--- src/rtl/cache_pkg.sv ---
// cache_pkg: shared FSM state type and request-field/geometry helpers for assoc_cache.
package cache_pkg;
  typedef enum logic [1:0] {IDLE, LOOKUP, MEM, RESPOND} state_t;
  function automatic int idx_w(input int sets);
    return $clog2(sets);
  endfunction
  function automatic int tag_w(input int aw, input int sets);
    return aw - $clog2(sets);
  endfunction
  function automatic int wr_pos(input int aw, input int dw);
    return aw + dw;
  endfunction
  function automatic int data_lsb(input int aw);
    return aw;
  endfunction
endpackage

--- src/rtl/cache_way.sv ---
// cache_way: one way of the set-associative cache (valid/tag/data per set, tag compare, fill and snoop invalidate).
module cache_way #(
  parameter int IDX_W  = 3,
  parameter int TAG_W  = 13,
  parameter int DATA_W = 16
) (
  input  logic              clock,
  input  logic              reset,
  input  logic [IDX_W-1:0]  idx,
  input  logic [TAG_W-1:0]  tag,
  output logic              hit,
  output logic              valid,
  output logic [DATA_W-1:0] rdata,
  input  logic              we,
  input  logic [DATA_W-1:0] wdata,
  input  logic              inv,
  input  logic [IDX_W-1:0]  inv_idx,
  input  logic [TAG_W-1:0]  inv_tag
);
  localparam int SETS = 1 << IDX_W;
  logic [SETS-1:0] vld;
  logic [TAG_W-1:0] tags [SETS];
  logic [DATA_W-1:0] mem [SETS];
  // a same-cycle fill is matched against its incoming tag so the invalidate wins
  always_ff @(posedge clock or posedge reset)
    if (reset) vld <= '0;
    else begin
      if (we) vld[idx] <= 1'b1;
      if (inv && inv_tag == ((we && inv_idx == idx) ? tag : tags[inv_idx])) vld[inv_idx] <= 1'b0;
    end
  always_ff @(posedge clock)
    if (we) begin
      tags[idx] <= tag;
      mem[idx]  <= wdata;
    end
  assign valid = vld[idx];
  assign hit   = vld[idx] && tags[idx] == tag;
  assign rdata = mem[idx];
endmodule

--- src/rtl/assoc_cache.sv ---
// assoc_cache: set-associative write-through cache with round-robin replacement and snoop invalidate.
// Define ASSOC_CACHE_STATS_EN to add saturating hit_count/miss_count outputs.
module assoc_cache import cache_pkg::*; #(
  parameter int ADDR_W = 16,
  parameter int DATA_W = 16,
  parameter int SETS   = 8,
  parameter int WAYS   = 2
) (
  input  logic                     clock,
  input  logic                     reset,
  input  logic [DATA_W+ADDR_W:0]   cpu_request,
  input  logic                     cpu_request_ready,
  input  logic [ADDR_W-1:0]        invalidate_address,
  input  logic                     invalidate_valid,
  input  logic [DATA_W-1:0]        memory_response,
  input  logic                     memory_response_ready,
  output logic [DATA_W+ADDR_W:0]   memory_request,
  output logic                     memory_request_ready,
  output logic [DATA_W-1:0]        data_out,
  output logic                     data_out_ready,
  output logic                     busy
`ifdef ASSOC_CACHE_STATS_EN
  ,
  output logic [15:0]              hit_count,
  output logic [15:0]              miss_count
`endif
);
  localparam int IDX_W  = idx_w(SETS);
  localparam int TAG_W  = tag_w(ADDR_W, SETS);
  localparam int WAY_W  = WAYS > 1 ? $clog2(WAYS) : 1;
  localparam int WR_POS = wr_pos(ADDR_W, DATA_W);
  localparam int D_LSB  = data_lsb(ADDR_W);
  state_t state;
  logic [DATA_W+ADDR_W:0] req_q;
  logic [WAY_W-1:0] rr [SETS];
  logic [WAY_W-1:0] way_q, hit_way, victim;
  logic hit_q, hit, fill;
  logic [WAYS-1:0] hit_v, vld_v;
  logic [DATA_W-1:0] rd [WAYS];
  logic [DATA_W-1:0] fill_data;
  wire wr = req_q[WR_POS];
  wire [ADDR_W-1:0] addr = req_q[ADDR_W-1:0];
  wire [IDX_W-1:0] idx = addr[IDX_W-1:0];
  assign hit       = |hit_v;
  assign fill      = state == MEM && memory_response_ready;
  assign fill_data = wr ? req_q[D_LSB +: DATA_W] : memory_response;
  for (genvar w = 0; w < WAYS; w++) begin : g_way
    cache_way #(.IDX_W(IDX_W), .TAG_W(TAG_W), .DATA_W(DATA_W)) u_way (
      .clock(clock), .reset(reset), .idx(idx), .tag(addr[ADDR_W-1:IDX_W]),
      .hit(hit_v[w]), .valid(vld_v[w]), .rdata(rd[w]),
      .we(fill && way_q == WAY_W'(w)), .wdata(fill_data),
      .inv(invalidate_valid), .inv_idx(invalidate_address[IDX_W-1:0]),
      .inv_tag(invalidate_address[ADDR_W-1:IDX_W]));
  end
  // downward scan leaves the lowest matching/invalid way selected
  always_comb begin
    hit_way = '0;
    victim  = rr[idx];
    for (int w = WAYS - 1; w >= 0; w--) begin
      if (hit_v[w]) hit_way = WAY_W'(w);
      if (!vld_v[w]) victim = WAY_W'(w);
    end
  end
  always_ff @(posedge clock or posedge reset)
    if (reset) begin
      state    <= IDLE;
      req_q    <= '0;
      way_q    <= '0;
      hit_q    <= 1'b0;
      data_out <= '0;
      for (int s = 0; s < SETS; s++) rr[s] <= '0;
    end else
      case (state)
        IDLE: if (cpu_request_ready) begin
          req_q <= cpu_request;
          state <= LOOKUP;
        end
        LOOKUP: begin
          hit_q <= hit;
          way_q <= hit ? hit_way : victim;
          if (hit && !wr) data_out <= rd[hit_way];
          state <= hit && !wr ? RESPOND : MEM;
        end
        MEM: if (memory_response_ready) begin
          data_out <= fill_data;
          state    <= RESPOND;
          if (!hit_q) rr[idx] <= rr[idx] == WAY_W'(WAYS - 1) ? '0 : rr[idx] + WAY_W'(1);
        end
        RESPOND: state <= IDLE;
        default: state <= IDLE;
      endcase
  assign memory_request       = req_q;
  assign memory_request_ready = state == MEM;
  assign data_out_ready       = state == RESPOND;
  assign busy                 = state != IDLE;
`ifdef ASSOC_CACHE_STATS_EN
  always_ff @(posedge clock or posedge reset)
    if (reset) begin
      hit_count  <= '0;
      miss_count <= '0;
    end else if (state == LOOKUP) begin
      if (hit && hit_count != 16'hFFFF) hit_count <= hit_count + 16'd1;
      if (!hit && miss_count != 16'hFFFF) miss_count <= miss_count + 16'd1;
    end
`endif
endmodule

--- config.mk ---
export PLATFORM = sky130hd
export DESIGN_NAME = assoc_cache
export DESIGN_NICKNAME = d
export VERILOG_FILES = /design/src/rtl/cache_pkg.sv /design/src/rtl/cache_way.sv /design/src/rtl/assoc_cache.sv
export SDC_FILE = /design/constraint.sdc
export NUM_CORES = 1
export LEC_CHECK = 0
export CORE_AREA = 2 2 213 215
export DETAILED_ROUTE_END_ITERATION = 12
export DIE_AREA = 0 0 215 217
export PLACE_DENSITY_LB_ADDON = 0.1
export SLEW_MARGIN = 20
export SYNTH_ARGS = -nofsm -noshare
export SYNTH_HDL_FRONTEND = slang
export SYNTH_SLANG_ARGS = --single-unit
--- constraint.sdc ---
create_clock -name clock -period 4.03 [get_ports clock]
set_clock_uncertainty 0.1 [all_clocks]
set_input_delay 0.6045 -clock clock [delete_from_list [all_inputs] [get_ports clock]]
set_output_delay 0.6045 -clock clock [all_outputs]
set_load 0.02 [all_outputs]
=== Word-level counts from Yosys, hierarchy flattened ===
Memory sizes are Yosys's and may differ from the RTL's.
Index checks and enable logic that the tools add are counted.

* $add $sub $neg: 1
* Order comparisons: 7
* Equality and inequality tests: 11
* Muxes and demuxes: 41
* Bitwise gates (word level): 9
* Reductions and logical operators: 22

{| class="wikitable"
|+ Operators by type and width
! operator !! count
|-
| $mux W16 || 6
|-
| $eq A13 B13 Y1 || 4
|-
| $mux W8 || 4
|-
| $pmux W16 S2 || 1
|-
| $mux W13 || 2
|-
| $mux W1 || 18
|-
| $and A8 B8 Y8 || 2
|-
| $or A8 B8 Y8 || 2
|-
| $logic_and A1 B1 Y1 || 13
|-
| $bmux W1 S3 || 3
|-
| $demux W1 S3 || 3
|-
| $bwmux W8 || 1
|-
| $lt A3 B4 Y1 const B || 2
|-
| $not A8 Y8 || 1
|-
| $pmux W2 S4 || 1
|-
| $ge A3 B1 Y1 const B || 2
|-
| $ne A2 B2 Y1 const B || 3
|-
| $reduce_and A3 Y1 || 2
|-
| $eq A2 B2 Y1 const B || 2
|-
| $ge A4 B4 Y1 const B || 1
|-
| $lt A4 B1 Y1 const B || 1
|-
| $mux W2 || 2
|-
| $not A3 Y4 || 1
|-
| $reduce_and A2 Y1 || 2
|-
| 10 further kinds || 12
|}

* Register bits: 77
* Memory bits (writable): 464
* Output and inout port bits: 52
* Logic and storage cells: 110
* Memories: 4

{| class="wikitable"
|+ Memories
! name !! depth !! width !! read ports !! clocked after memory_dff !! wr ports !! RTL line !! RTL
|-
| g_way[0].u_way.mem || 8 || 16 || 1 || 0 || 1 || cache_way.sv:23 || <nowiki>logic [DATA_W-1:0] mem [SETS];</nowiki>
|-
| g_way[1].u_way.mem || 8 || 16 || 1 || 0 || 1 || cache_way.sv:23 ||
|-
| g_way[0].u_way.tags || 8 || 13 || 2 || 0 || 1 || cache_way.sv:22 || <nowiki>logic [TAG_W-1:0] tags [SETS];</nowiki>
|-
| g_way[1].u_way.tags || 8 || 13 || 2 || 0 || 1 || cache_way.sv:22 ||
|}

=== Depth between registers and ports, before layout ===
Gate-level depths: netlist of the first run.

* Depth after elaboration: 11
* Depth in mapped cells: 14
* Gate-level depth less buffers: 11

=== Modules after synthesis ===
Synthesis of the first run repeated with hierarchy kept, for this count alone.

* Cells, all modules: 1501
* Area, all modules: 24582.3 µm²

{| class="wikitable"
|+ By module, submodules not included
! module !! times used !! cells each !! area an instance (µm²)
|-
| cache_way (g_way[1].u_way) || 1 || 695 || 10826.6
|-
| cache_way (g_way[0].u_way) || 1 || 560 || 10699.0
|-
| assoc_cache || 1 || 246 || 3056.7
|}

=== Worst setup path before layout of the first run ===
Ideal clock, no wire load.

* Path type: register -> register
* Start point: register req_q[2], in the netlist memory_request[2]
* End point: memory g_way[1].u_way.mem[4][0] (enable)
* Setup time: 0.417 ns
* Arrival: 4.057 ns
* Path slack: -0.544 ns
* Cell stages (with the launch flop): 11
* Buffers on the path: 8
* Period minus slack after synthesis: 4.574 ns
* Cells stage by stage: dfrtp_1 buf_2 buf_2 buf_2 buf_2 buf_2 buf_1 buf_2 clkbuf_1 nand2_1 nor2_1

{| class="wikitable"
|+ RTL lines
! what !! RTL line !! RTL
|-
| start: declaration || assoc_cache.sv:34 || <nowiki>logic [DATA_W+ADDR_W:0] req_q;</nowiki>
|-
| start signal: assignment || assoc_cache.sv:75 || <nowiki>req_q <= cpu_request;</nowiki>
|-
| end: declaration || cache_way.sv:23 ||
|}

No word-level cell before the write port.

=== Worst setup path after layout of the first run ===
* Start point: register req_q[0], in the netlist memory_request[0]
* End point: register data_out[15]

* Word-level cells in the longest chain between the ends: 11
* Elaborated cells on any way between the ends: 24
* Those cells by class: eq/ne (3); mux (11); bitwise (1); reduce/logical (5); memory (4)

{| class="wikitable"
|+ Ends and longest elaborated chain
! what !! RTL line !! RTL
|-
| $mem_v2 Z8 W13 or $bmux W1 S3 (tied branches) || - ||
|-
| $eq A13 B13 Y1 or $mux W1 (tied branches) || cache_way.sv:37 || <nowiki>assign hit = vld[idx] && tags[idx] == tag;</nowiki>
|-
| $logic_and A1 B1 Y1 || cache_way.sv:37 ||
|-
| $mux W1 (2 in series) || assoc_cache.sv:60 || <nowiki>if (hit_v[w]) hit_way = WAY_W'(w);</nowiki>
|-
| $not A1 Y2 (implied by the code) || assoc_cache.sv:81 || <nowiki>if (hit && !wr) data_out <= rd[hit_way];</nowiki>
|-
| $mux W16 (implied by the code) (3 in series) || assoc_cache.sv:81 ||
|-
| $mux W16 || assoc_cache.sv:81 ||
|-
| $pmux W16 S2 || assoc_cache.sv:73 || <nowiki>case (state)</nowiki>
|-
| end signal: assignment || assoc_cache.sv:81 ||
|-
| end signal: assignment || assoc_cache.sv:85 || <nowiki>data_out <= fill_data;</nowiki>
|-
| end: declaration || assoc_cache.sv:19 || <nowiki>output logic [DATA_W-1:0] data_out,</nowiki>
|}

Parallel ways exist; a longest one is shown, timed or not. The select of a mux whose other input is x is not followed.
A chain may end at the register's enable or synchronous reset.

==> metrics.cfg, run 1 <==
[power]
seqPwrFrac_pct=36.9
p_int_w=0.0138
power.density_mw_per_mm2=749
switchingPower_w=0.00775
p_sw_share_pct=36.0
irDropWorstVdd_mv=0.532
leakage_nw=9.98
clkPwrFrac_pct=24.3
combPwrFrac_pct=38.8

[setup_path]
cp_slowest_stage_delay_ns=0.56
regToRegEndpoint=data_out[15]
worstPathMaxFanout=12
reg2reg_setup_slack_ns=0.17
slowest_stage=dfrtp_4
r2r-start=memory_request[0]
startpoint_type=register
cp_num_cells=13
crit_buf_inv=5
crit_start=memory_request[0]
crit_arrival_ns=4.25
critical_path.top_delay_family=buffers and inverters
critical_path.endpoint=data_out[15]
cp.required_ns=4.42
cp_common_cell=buf_4
reg2reg_depth=13
end_kind=register
worstPathCellList=buf_4 -> mux4_2 -> o21ai_0 -> buf_4 -> xnor2_1 -> nand4_1 -> buf_4 -> nor4_4 -> buf_4 -> nor2_2 -> o21ai_2 -> buf_12 -> mux2_1
critical_path_class=register to register

[route]
post-route-drc-count=0
vias_per_cell=6.46
first_iter_violations=1993
wl_per_cell_um=29.6
route.final.wire_length_mm=74.0
dr.pass1.iters=6
num_vias=16100
ant_nets=0

[synthesis]
yosysSeqAreaShare_pct=67.0
netlist_instances=1609
synth-main-ff-cell=edfxtp_1
synth_async_sr_flop_share_pct=14.2
synth_warnings=0
syn_nets=1684
ys_seq_elements=541
synth-edff-count=464
netlist_area_mm2=0.0237
synth_area_leaders=edfxtp_1 59%, dfrtp_1 8.1%, mux2i_1 5.1%
avgSynthCellArea_um2=14.7
yosysTopAreaCell=edfxtp_1
synth_cell_types=67
synth_top_area_share_pct=58.9

[grt]
overflow=0
antenna_found_initial=0
grt_use_total_pct=31.9
grt_max_degree=45
grt_pass1_vias=16000
grt_pass1_wl_mm=108

[place]
globalplace.congestion=0.942
place_inst=2390
io_buffers=121
hpwl_mm=48.6
pre_cts_ws_ns=-0.119

[min_path]
hold_path_class=input pin to async pin

[floorplanning]
fp.dieW_um=215
core_region_area_mm2=0.0447
initial_core_util_pct=53.0
die_area_mm2=0.0467
die_height_um=217
io_pins=122
rows=78

[clocking]
cts_sinks=541
clk_pin_slew_ns=0.06
root_buffer=clkbuf_16
htreeDepth=2
clockBufferDepth=3
insertion_delay_ns=0.63
cts_tree=done
numCtsBuffers=57

[status]
status=completed

[timing]
min_period_over_period_pct=95.7
worst_pin_slew_ns=0.825
report.final.hold_viol_count=0
slew_viol_final=0
layout_setup_ws_ns=0.174
finalSetupViolCount=0
slew_headroom_pct=45.0
rsz0062_at_grt=false
period_minus_slack_ns=3.86
clock.fmax_mhz=259

[layout]
n_fill_cell=3397
seq_area_mm2=0.0159
areaGrowthSynthToFinish_pct=21.3
final_cells=2497
multi_input_area_mm2=0.00747
finalNetCount=1924
diodes=0
drive_gt1_share_pct=21.2

[run]
cap_viol_max_count=0

-- power groups by stage --
stage | Sequential (W) | Clock [W] | Combinational [W]
after floorplan | 0.00824 | 0 | 0.00435
after detailed placement | 0.00804 | 0 | 0.00822
after global placement | 0.00802 | 0 | 0.00812
after global routing | 0.00802 | 0.00553 | 0.00881
after CTS | 0.00793 | 0.00530 | 0.00826
final | 0.00794 | 0.00524 | 0.00834
-- cell usage in the layout (no fill, tap or decap), drive strengths merged, types with 65 or more instances in the layout --
cell type | Yosys | routed
o21ai | 66 | 66
clkdlybuf4s50 | 0 | 121
a21oi | 88 | 88
mux2 | 96 | 96
clkbuf | 59 | 75
o22ai | 65 | 65
nor2 | 98 | 98
buf | 39 | 158
edfxtp | 464 | 464
dfrtp | 77 | 77
mux2i | 120 | 120
-- through the flow --
step	cell area [µm²]	TNS (ns)	hold WS (ns)	utilization (%)	power, W
2_1_floorplan	23700	-8.30	0.361	-	0.0126
3_3_place_gp	26900	-0.283	0.371	60.1	0.0161
3_5_place_dp	26900	-0.865	0.375	60.1	0.0163
4_1_cts	28700	0	0.277	64.2	0.0215
5_1_grt	28700	0	0.312	64.3	0.0224
6_report	28700	0	0.283	64.3	0.0215
-- cell families (layout without fill, tap and decap cells) --
logic type | after synthesis | after routing | synth area share, %
simple gates | 269 | 269 | 5.77
flops | 541 | 541 | 67.0
mux | 245 | 245 | 12.4
compound gates | 380 | 380 | 10.6
buf+inv | 117 | 405 | 2.06
fa+ha+maj | 5 | 5 | 0.264
xor+xnor | 52 | 52 | 1.92
-- how the worst min path moves through the flow --
stage | from | to | slack, ns | depth (start not counted)
CTS | reset | data_out[8] | 0.28 | 2
global route | reset | data_out[8] | 0.31 | 2
floorplan | way_q | way_q | 0.36 | 2
finish | reset | data_out[8] | 0.28 | 2
detailed placement | data_out[8] | data_out[8] | 0.38 | 1
global placement | data_out[9] | data_out[9] | 0.37 | 1
-- state kept, by name (all words and copies together) (netlist names) --
name	count
rr	8
g_way.u_way.vld	16
way_q	1
g_way.u_way.mem	256
memory_request	33
hit_q	1
g_way.u_way.tags	208
state	2
data_out	16
-- synthesized netlist by cell type, types with 16 or more instances --
cell type and number:
nand3_1 17, clkbuf_1 59, xor2_1 27, edfxtp_1 464, inv_1 19, nand2_1 57
xnor2_1 25, nor2_1 97, mux2i_1 120, o221ai_1 24, o21ai_0 61, a221oi_1 24
a21oi_1 88, o22ai_1 65, dfrtp_1 77, mux4_2 29, buf_1 16, a22oi_1 43
buf_2 18, mux2_2 85
-- metal layers --
metal	wire, µm	vias up	GRT usage [%]
li1	-	6857	-
met1	29800	8156	44.0
met4	3360	0	14.0
met2	34500	925	50.8
met3	6340	182	4.96
met5	0	-	0
-- what timing repair did --
action                                  4_1_cts  5_1_grt
setup buffers                                 0        0
gates resized for setup                       0        3
endpoints found under the setup margin        0       13
hold buffers                                  0        0
endpoints found under the hold margin         0        0
-- area by class of cell --
class | instances | area share [%]
clock buffer | 75 | 5.34
clock inverter | 32 | 1.12
inverter | 19 | 0.257
multi-input combinational | 951 | 26.0
sequential | 541 | 55.3
tap | 600 | 2.61
timing repair buffer | 279 | 9.39
Power figures use the tool's default switching activity.
==> run 2, diff against run 1 <==
--- a/config.mk
+++ b/config.mk
@@ -5,9 +5,10 @@
 export SDC_FILE = /design/constraint.sdc
 export NUM_CORES = 1
 export LEC_CHECK = 0
-export CORE_AREA = 2 2 213 215
+export CORE_AREA = 2 2 233 235
 export DETAILED_ROUTE_END_ITERATION = 12
-export DIE_AREA = 0 0 215 217
+export DIE_AREA = 0 0 235 237
+export MAX_ROUTING_LAYER = met4
 export PLACE_DENSITY_LB_ADDON = 0.1
 export SLEW_MARGIN = 20
 export SYNTH_ARGS = -nofsm -noshare
==> metrics.cfg, run 2 (synthesis gave the netlist of run 1 again) <==
[floorplanning]
rows=85  ; +9.0%
initial_core_util_pct=44.4  ; -8.5 points
core_region_area_mm2=0.0533  ; +19%
die_area_mm2=0.0557  ; +19%
die_height_um=237  ; +9.2%
fp.dieW_um=235  ; +9.3%
io_pins=122  ; unchanged

[route]
wl_met2_mm=36.7  ; +6.4%
dr_wl_met3_mm=5.44  ; -14%
first_iter_violations=1720  ; -14%
wl_met1_mm=32.7  ; +9.8%
ant_nets=0  ; unchanged
route.final.wire_length_mm=77.5  ; +4.7%
post-route-drc-count=0  ; unchanged
wl_per_cell_um=29.9  ; +0.73%
top_layer_used=met4
vias_per_cell=6.17  ; -4.5%
dr.pass1.iters=5  ; -1
num_vias=16000  ; -0.66%

[clocking]
cts_tree=done
root_buffer=clkbuf_16
clockBufferDepth=3  ; unchanged
cts_sinks=541  ; unchanged
htreeDepth=2  ; unchanged
insertion_delay_ns=0.64  ; about the same
numCtsBuffers=59  ; +3.5%
clk_pin_slew_ns=0.06  ; about the same

[timing]
finalSetupViolCount=0  ; unchanged
slew_viol_final=0  ; unchanged
min_period_over_period_pct=98.6  ; +3.0 points
clock.fmax_mhz=252  ; -3.0%
report.final.hold_viol_count=0  ; unchanged
slew_headroom_pct=35.4  ; -9.6 points
period_minus_slack_ns=3.98  ; +0.119 ns
worst_pin_slew_ns=0.969  ; +0.144 ns
tns_ns=0  ; unchanged
layout_setup_ws_ns=0.0545  ; -0.119 ns

[layout]
areaGrowthSynthToFinish_pct=22.0
n_fill_cell=4436  ; +31%
finalNetCount=1924  ; unchanged
final_util_pct=54.2  ; -10 points
final_cell_mix=464 x edfxtp_1, 135 x buf_4, 120 x mux2i_1, 119 x clkdlybuf4s50_1, 88 x a21oi_1
final_area_mm2=0.0289  ; +0.54%
max_flop_register=g_way.u_way.mem
drive_gt1_share_pct=21.5  ; +0.28 points
diodes=0  ; unchanged
final_common_cell=edfxtp_1
largest_reg_flops=256  ; unchanged

[grt]
grt_pass1_vias=16200  ; +0.79%
grt_max_degree=69  ; +53%
overflow=0  ; unchanged
antenna_found_initial=1  ; +1
grt_use_total_pct=28.6  ; -3.2 points
grt_pass1_wl_mm=113  ; +4.3%

[min_path]
hold_path_class=input pin to async pin

[power]
combPwrFrac_pct=38.5  ; -0.3 points
switchingPower_w=0.00786  ; +1.5%
p_int_w=0.0138  ; +0.26%
power.density_mw_per_mm2=750  ; +0.16%
seqPwrFrac_pct=36.7  ; -0.2 points
clkPwrFrac_pct=24.8  ; +0.5 points
irDropWorstVdd_mv=0.403  ; -24%
leakage_nw=9.99  ; about the same
p_sw_share_pct=36.3  ; +0.29 points

[place]
placed_cell_area_mm2=0.0269  ; +0.10%
io_buffers=121  ; unchanged
hpwl_mm=50.2  ; +3.3%
pre_cts_ws_ns=-0.172  ; -0.0532 ns
globalplace.congestion=0.925  ; -1.8%

[setup_path]
critical_path_class=register to register
end_kind=register
startpoint_type=register
crit_start=memory_request[1]
worstPathMaxFanout=24  ; +12
cp.required_ns=4.43  ; about the same
crit_arrival_ns=4.38  ; +0.13 ns
r2r-start=memory_request[1]

[status]
status=completed

[run]
cap_viol_max_count=0  ; unchanged

==> run 2: changes by cell type in the layout (fill, tap and decap cells not counted), moves of 2 or more <==
cell,delta
buf_12,-5
clkbuf_16,+3
buf_16,+2
buf_2,+2
clkbuf_1,+2
clkdlybuf4s50_1,-2
clkinvlp_4,+2
==> run 2: per-layer routing <==
metal / vias to the layer above / GRT usage [%]
li1: 6851 / -
met1: 8242 / 38.8
met2: 757 / 45.0
met3: 163 / 3.30
met4: 0 / 10.4
met5: - / -
==> run 2: final timing paths <==
check | depth (start not counted) | slack (ns) | endpoint
setup / recovery | 12 | 0.05 | data_out[5]
hold / removal | 2 | 0.36 | data_out[9]
setup reg to reg | 12 | 0.05 | data_out[5]
hold reg to reg | 1 | 0.39 | data_out[9]
max in group asynchronous | 3 | 2.69 | memory_request[12]
min in group clock | 1 | 0.39 | data_out[9]
==> run 2: layout make-up <==
class	count	area, µm²	share of cell area (%)
repair buffers	277	2650	9.18
clock buffers	79	1600	5.55
multi-input cells	951	7490	25.9
well taps	696	871	3.02
inverters	19	76.3	0.264
flip-flops and latches	541	15900	55.0
clock inverters	33	315	1.09
==> run 2: repair_timing <==
item / CTS / global route
buffers inserted: 0 / 4
pin swaps: 0 / 0
endpoints found under the setup margin: 8 / 9
hold buffers: 0 / 0
resized for setup: 3 / 5
==> run 2: power groups by stage <==
stage / clock network (W) / registers [W] / logic (W)
detailed placement: 0 / 0.00807 / 0.00822
finish: 0.00537 / 0.00796 / 0.00834
global route: 0.00567 / 0.00804 / 0.00886
CTS: 0.00543 / 0.00796 / 0.00827
global placement: 0 / 0.00805 / 0.00815
floorplan: 0 / 0.00824 / 0.00435
==> run 2: critical path: stages, from the launching register on <==
cell      delay, ns
dfrtp_4        0.56
buf_16         0.25
mux4_2         0.56
mux2i_1        0.21
xnor2_1        0.18
nor3b_1        0.21
nand4b_1       0.23
nor4_4         0.38
buf_4          0.19
nor2_2         0.06
o21ai_2        0.27
buf_4          0.26
mux2_1         0.34
==> run 2: through the flow <==
stage	instances	hold WS, ns	power (W)
global placement	2480	0.371	0.0162
CTS	2592	0.390	0.0217
global route	2596	0.405	0.0226
detailed placement	2480	0.377	0.0163
finish	2596	0.358	0.0217
floorplan	1609	0.361	0.0126
==> RTL edit: new RTL, config.mk and constraints of run 2 <==
The option `ASSOC_CACHE_STATS_EN` is turned on by a define.
--- a/src/rtl/assoc_cache.sv
+++ b/src/rtl/assoc_cache.sv
@@ -1,5 +1,7 @@
 // assoc_cache: set-associative write-through cache with round-robin replacement and snoop invalidate.
 // Define ASSOC_CACHE_STATS_EN to add saturating hit_count/miss_count outputs.
+`define ASSOC_CACHE_STATS_EN
+
 module assoc_cache import cache_pkg::*; #(
   parameter int ADDR_W = 16,
   parameter int DATA_W = 16,
Check against the original RTL (old outputs only; new: hit_count and miss_count): equivalent (Yosys induction, for registers that start in step).
==> RTL edit against run 2 <==
Area after synthesis rose by 6.0%. Setup slack improved by 0.017 ns. Synthesized cell count rose by 4.6%. Power rose by 4.3%. Cell count rose by 4.1%. Sequential cell count rose by 32. Largest power group is now registers. Cell area rose by 5.9%. Fmax rose by 0.44%. Non-clock buffer count rose by 34. Wire length rose by 6.2%. Count of clock-buffer cells in the layout rose by 12.
==> RTL edit: results (changes against run 2) <==
stage,metric,value,unit,change
outcome,outcome,finished clean,,unchanged
clocking,H-Tree Depth,2,,unchanged
grt,first-pass GRT wire length,119400,um,"was 112,600 um"
sta,"Hold Vio Cnt, Final",0,,unchanged
clocking,"CTS clk-pin slew, worst paths",0.06,ns,about the same
cells_and_area,"Most flops, register",g_way.u_way.mem,,unchanged
worst_setup_path,critical path data arrival time,4.36,ns,was 4.38 ns
cells_and_area,Fillers,4241,,"was 4,436"
place,"worst slack, placed",-0.08475,ns,was -0.1721 ns
clocking,Longest Clk Path Bufs,3,,unchanged
cells_and_area,Post-Layout Cell Count,2703,,"was 2,596"
worst_setup_path,CP max FO,22,,was 24
route,first-pass iteration count of the detailed router,7,,was 5
yosys,"top cells by count, synth","edfxtp_1 (464), dfrtp_1 (109), mux2_2 (99), mux2i_1 (91)",,"was edfxtp_1 (464), mux2i_1 (120), nor2_1 (97), a21oi_1 (88), mux2_2 (85)"
place,dpl cell area,0.02844,mm2,was 0.02689 mm2
clocking,CTS buffer count,59,,unchanged
yosys,Avg Inst Size Synth,14.91,um2,was 14.71 um2
cells_and_area,Largest register FFs,256,,unchanged
sta,worst-margin pin slew,1.121,ns,was 0.9693 ns
place,placed cell count,2582,,"was 2,480"
yosys,syn_nets,1760,,"was 1,684"
worst_setup_path,r2r setup slk,0.07,ns,was 0.05 ns
worst_setup_path,peak per-stage delay on the critical path,0.60,ns,was 0.56 ns
yosys,"EDFF count, synth",464,,unchanged
route,final WL,82320,um,"was 77,520 um"
place,port bufs,153,,was 121
pwr,P_leak,10.86,nW,was 9.990 nW
yosys,Yosys cell types,77,,was 67
pwr,Psw,8.059,mW,was 7.863 mW
grt,initial antenna violation count,0,,was 1
grt,total track usage,30.23,%,was 28.64%
sta,Min Hold Slack,0.3863,ns,was 0.3577 ns
grt,largest net degree at the start of global routing,56,,was 69
yosys,largest cells by area after synthesis,"edfxtp_1 (56%), dfrtp_1 (11%), mux2_2 (4.4%)",,"was edfxtp_1 (59%), dfrtp_1 (8.1%), mux2i_1 (5.1%)"
cells_and_area,# nets final,2034,,"was 1,924"
clocking,CTS root buf,clkbuf_16,,unchanged
worst_hold_path,worst hold path class,in -> async,,unchanged
yosys,register area share after synthesis,66.40,%,was 67.00%
clocking,"Clk Latency, worst-skew pair",0.63,ns,
cells_and_area,antenna cells,0,,unchanged
pwr,Worst VDD drop,413.2,uV,was 403.4 uV
worst_setup_path,CP max-delay cell,dfrtp_4,,unchanged
route,via count,17070,,"was 16,010"
yosys,share of the synthesized area in the top cell type,55.53,%,was 58.86%
yosys,fraction of registers with async set or reset after synthesis,19.02,%,was 14.23%
cells_and_area,layout cell share with drive strength beyond 1,21.52,%,was 21.47%
route,DR iter-0 viols,1749,,"was 1,720"
worst_setup_path,Top delay family on crit path,compound AO/OA/AOI/OAI gates,,was multiplexers
place,gpl congestion,0.9625,,was 0.9245
sta,Max Clock Freq,252.6,MHz,was 251.5 MHz
place,post-DP HPWL,54150,um,"was 50,240 um"
yosys,Synth warnings,0,,unchanged
[RTL edit: cell types whose count changed in the layout (fill, tap and decap cells not counted), sizes merged, moves of 12 or more]
cell | run 2 | this run
a21oi | 88 | 50
a221oi | 24 | 37
a22oi | 43 | 59
a2bb2oi | 4 | 17
clkbuf | 79 | 91
clkdlybuf4s50 | 119 | 153
dfrtp | 77 | 109
mux2i | 120 | 91
nand2 | 57 | 69
nor2 | 98 | 69
nor3 | 10 | 26
o21ai | 66 | 42
xor2 | 27 | 50
[RTL edit: cells by family after synthesis]
| kind of cell | count (synthesis) | synth area share, % |
|---|---|---|
| simple gates | 303 | 6.268 |
| fa+ha+maj | 7 | 0.3490 |
| flops | 573 | 66.40 |
| xor+xnor | 73 | 2.548 |
| buf+inv | 118 | 2.264 |
| compound gates | 388 | 11.36 |
| mux | 221 | 10.81 |
[RTL edit: metal layers]
layer,wire (um),global-route usage [%],vias to the layer above
li1,-,-,7272
met1,33620,39.61,8789
met5,0,-,-
met2,40180,48.88,809
met3,5282,3.835,200
met4,3238,10.80,0
[RTL edit: power groups by stage]
stage / Sequential, mW / Clock, mW / Combinational, mW
global placement: 8.61 / 0 / 8.11
global route: 8.57 / 5.97 / 8.94
finish: 8.49 / 5.65 / 8.46
floorplan: 8.69 / 0 / 4.46
CTS: 8.51 / 5.71 / 8.24
detailed placement: 8.62 / 0 / 8.19
[RTL edit: path summary, 6_finish.rpt]
check	start	endpoint	cells past startpoint
worst max-delay path	memory_request[0]$_DFFE_PP0P_	data_out[9]$_DFFE_PP0P_	12
worst min-delay path	reset	miss_count[15]$_DFFE_PP0P_	2
worst max register to register	memory_request[0]$_DFFE_PP0P_	data_out[9]$_DFFE_PP0P_	12
worst min register to register	miss_count[5]$_DFFE_PP0P_	miss_count[5]$_DFFE_PP0P_	1
max in group asynchronous	reset	memory_request[29]$_DFFE_PP0P_	3
min in group clock	miss_count[5]$_DFFE_PP0P_	miss_count[5]$_DFFE_PP0P_	1
[RTL edit: per-stage QoR]
stage               total power, mW  util (%)
floorplan                     13.16         -
global placement              16.72     53.37
detailed placement            16.81     53.38
CTS                           22.47     57.20
global route                  23.47     57.41
finish                        22.60     57.41
[RTL edit: cell type report]
| cell class | instances | area [um2] | area share (%) |
|---|---|---|---|
| Clock buffer | 91 | 1760 | 5.755 |
| Clock inverter | 20 | 264.0 | 0.8630 |
| Inverter | 20 | 77.57 | 0.2536 |
| Multi-Input combinational cell | 992 | 8061 | 26.35 |
| Timing Repair Buffer | 311 | 2884 | 9.428 |
| Tap cell | 696 | 870.8 | 2.847 |
| Sequential cell | 573 | 16670 | 54.50 |
[RTL edit: timing repair]
action                                  4_1_cts  5_1_grt
gates resized for setup                       3        6
endpoints found under the setup margin        7       16
setup buffers                                 0       10
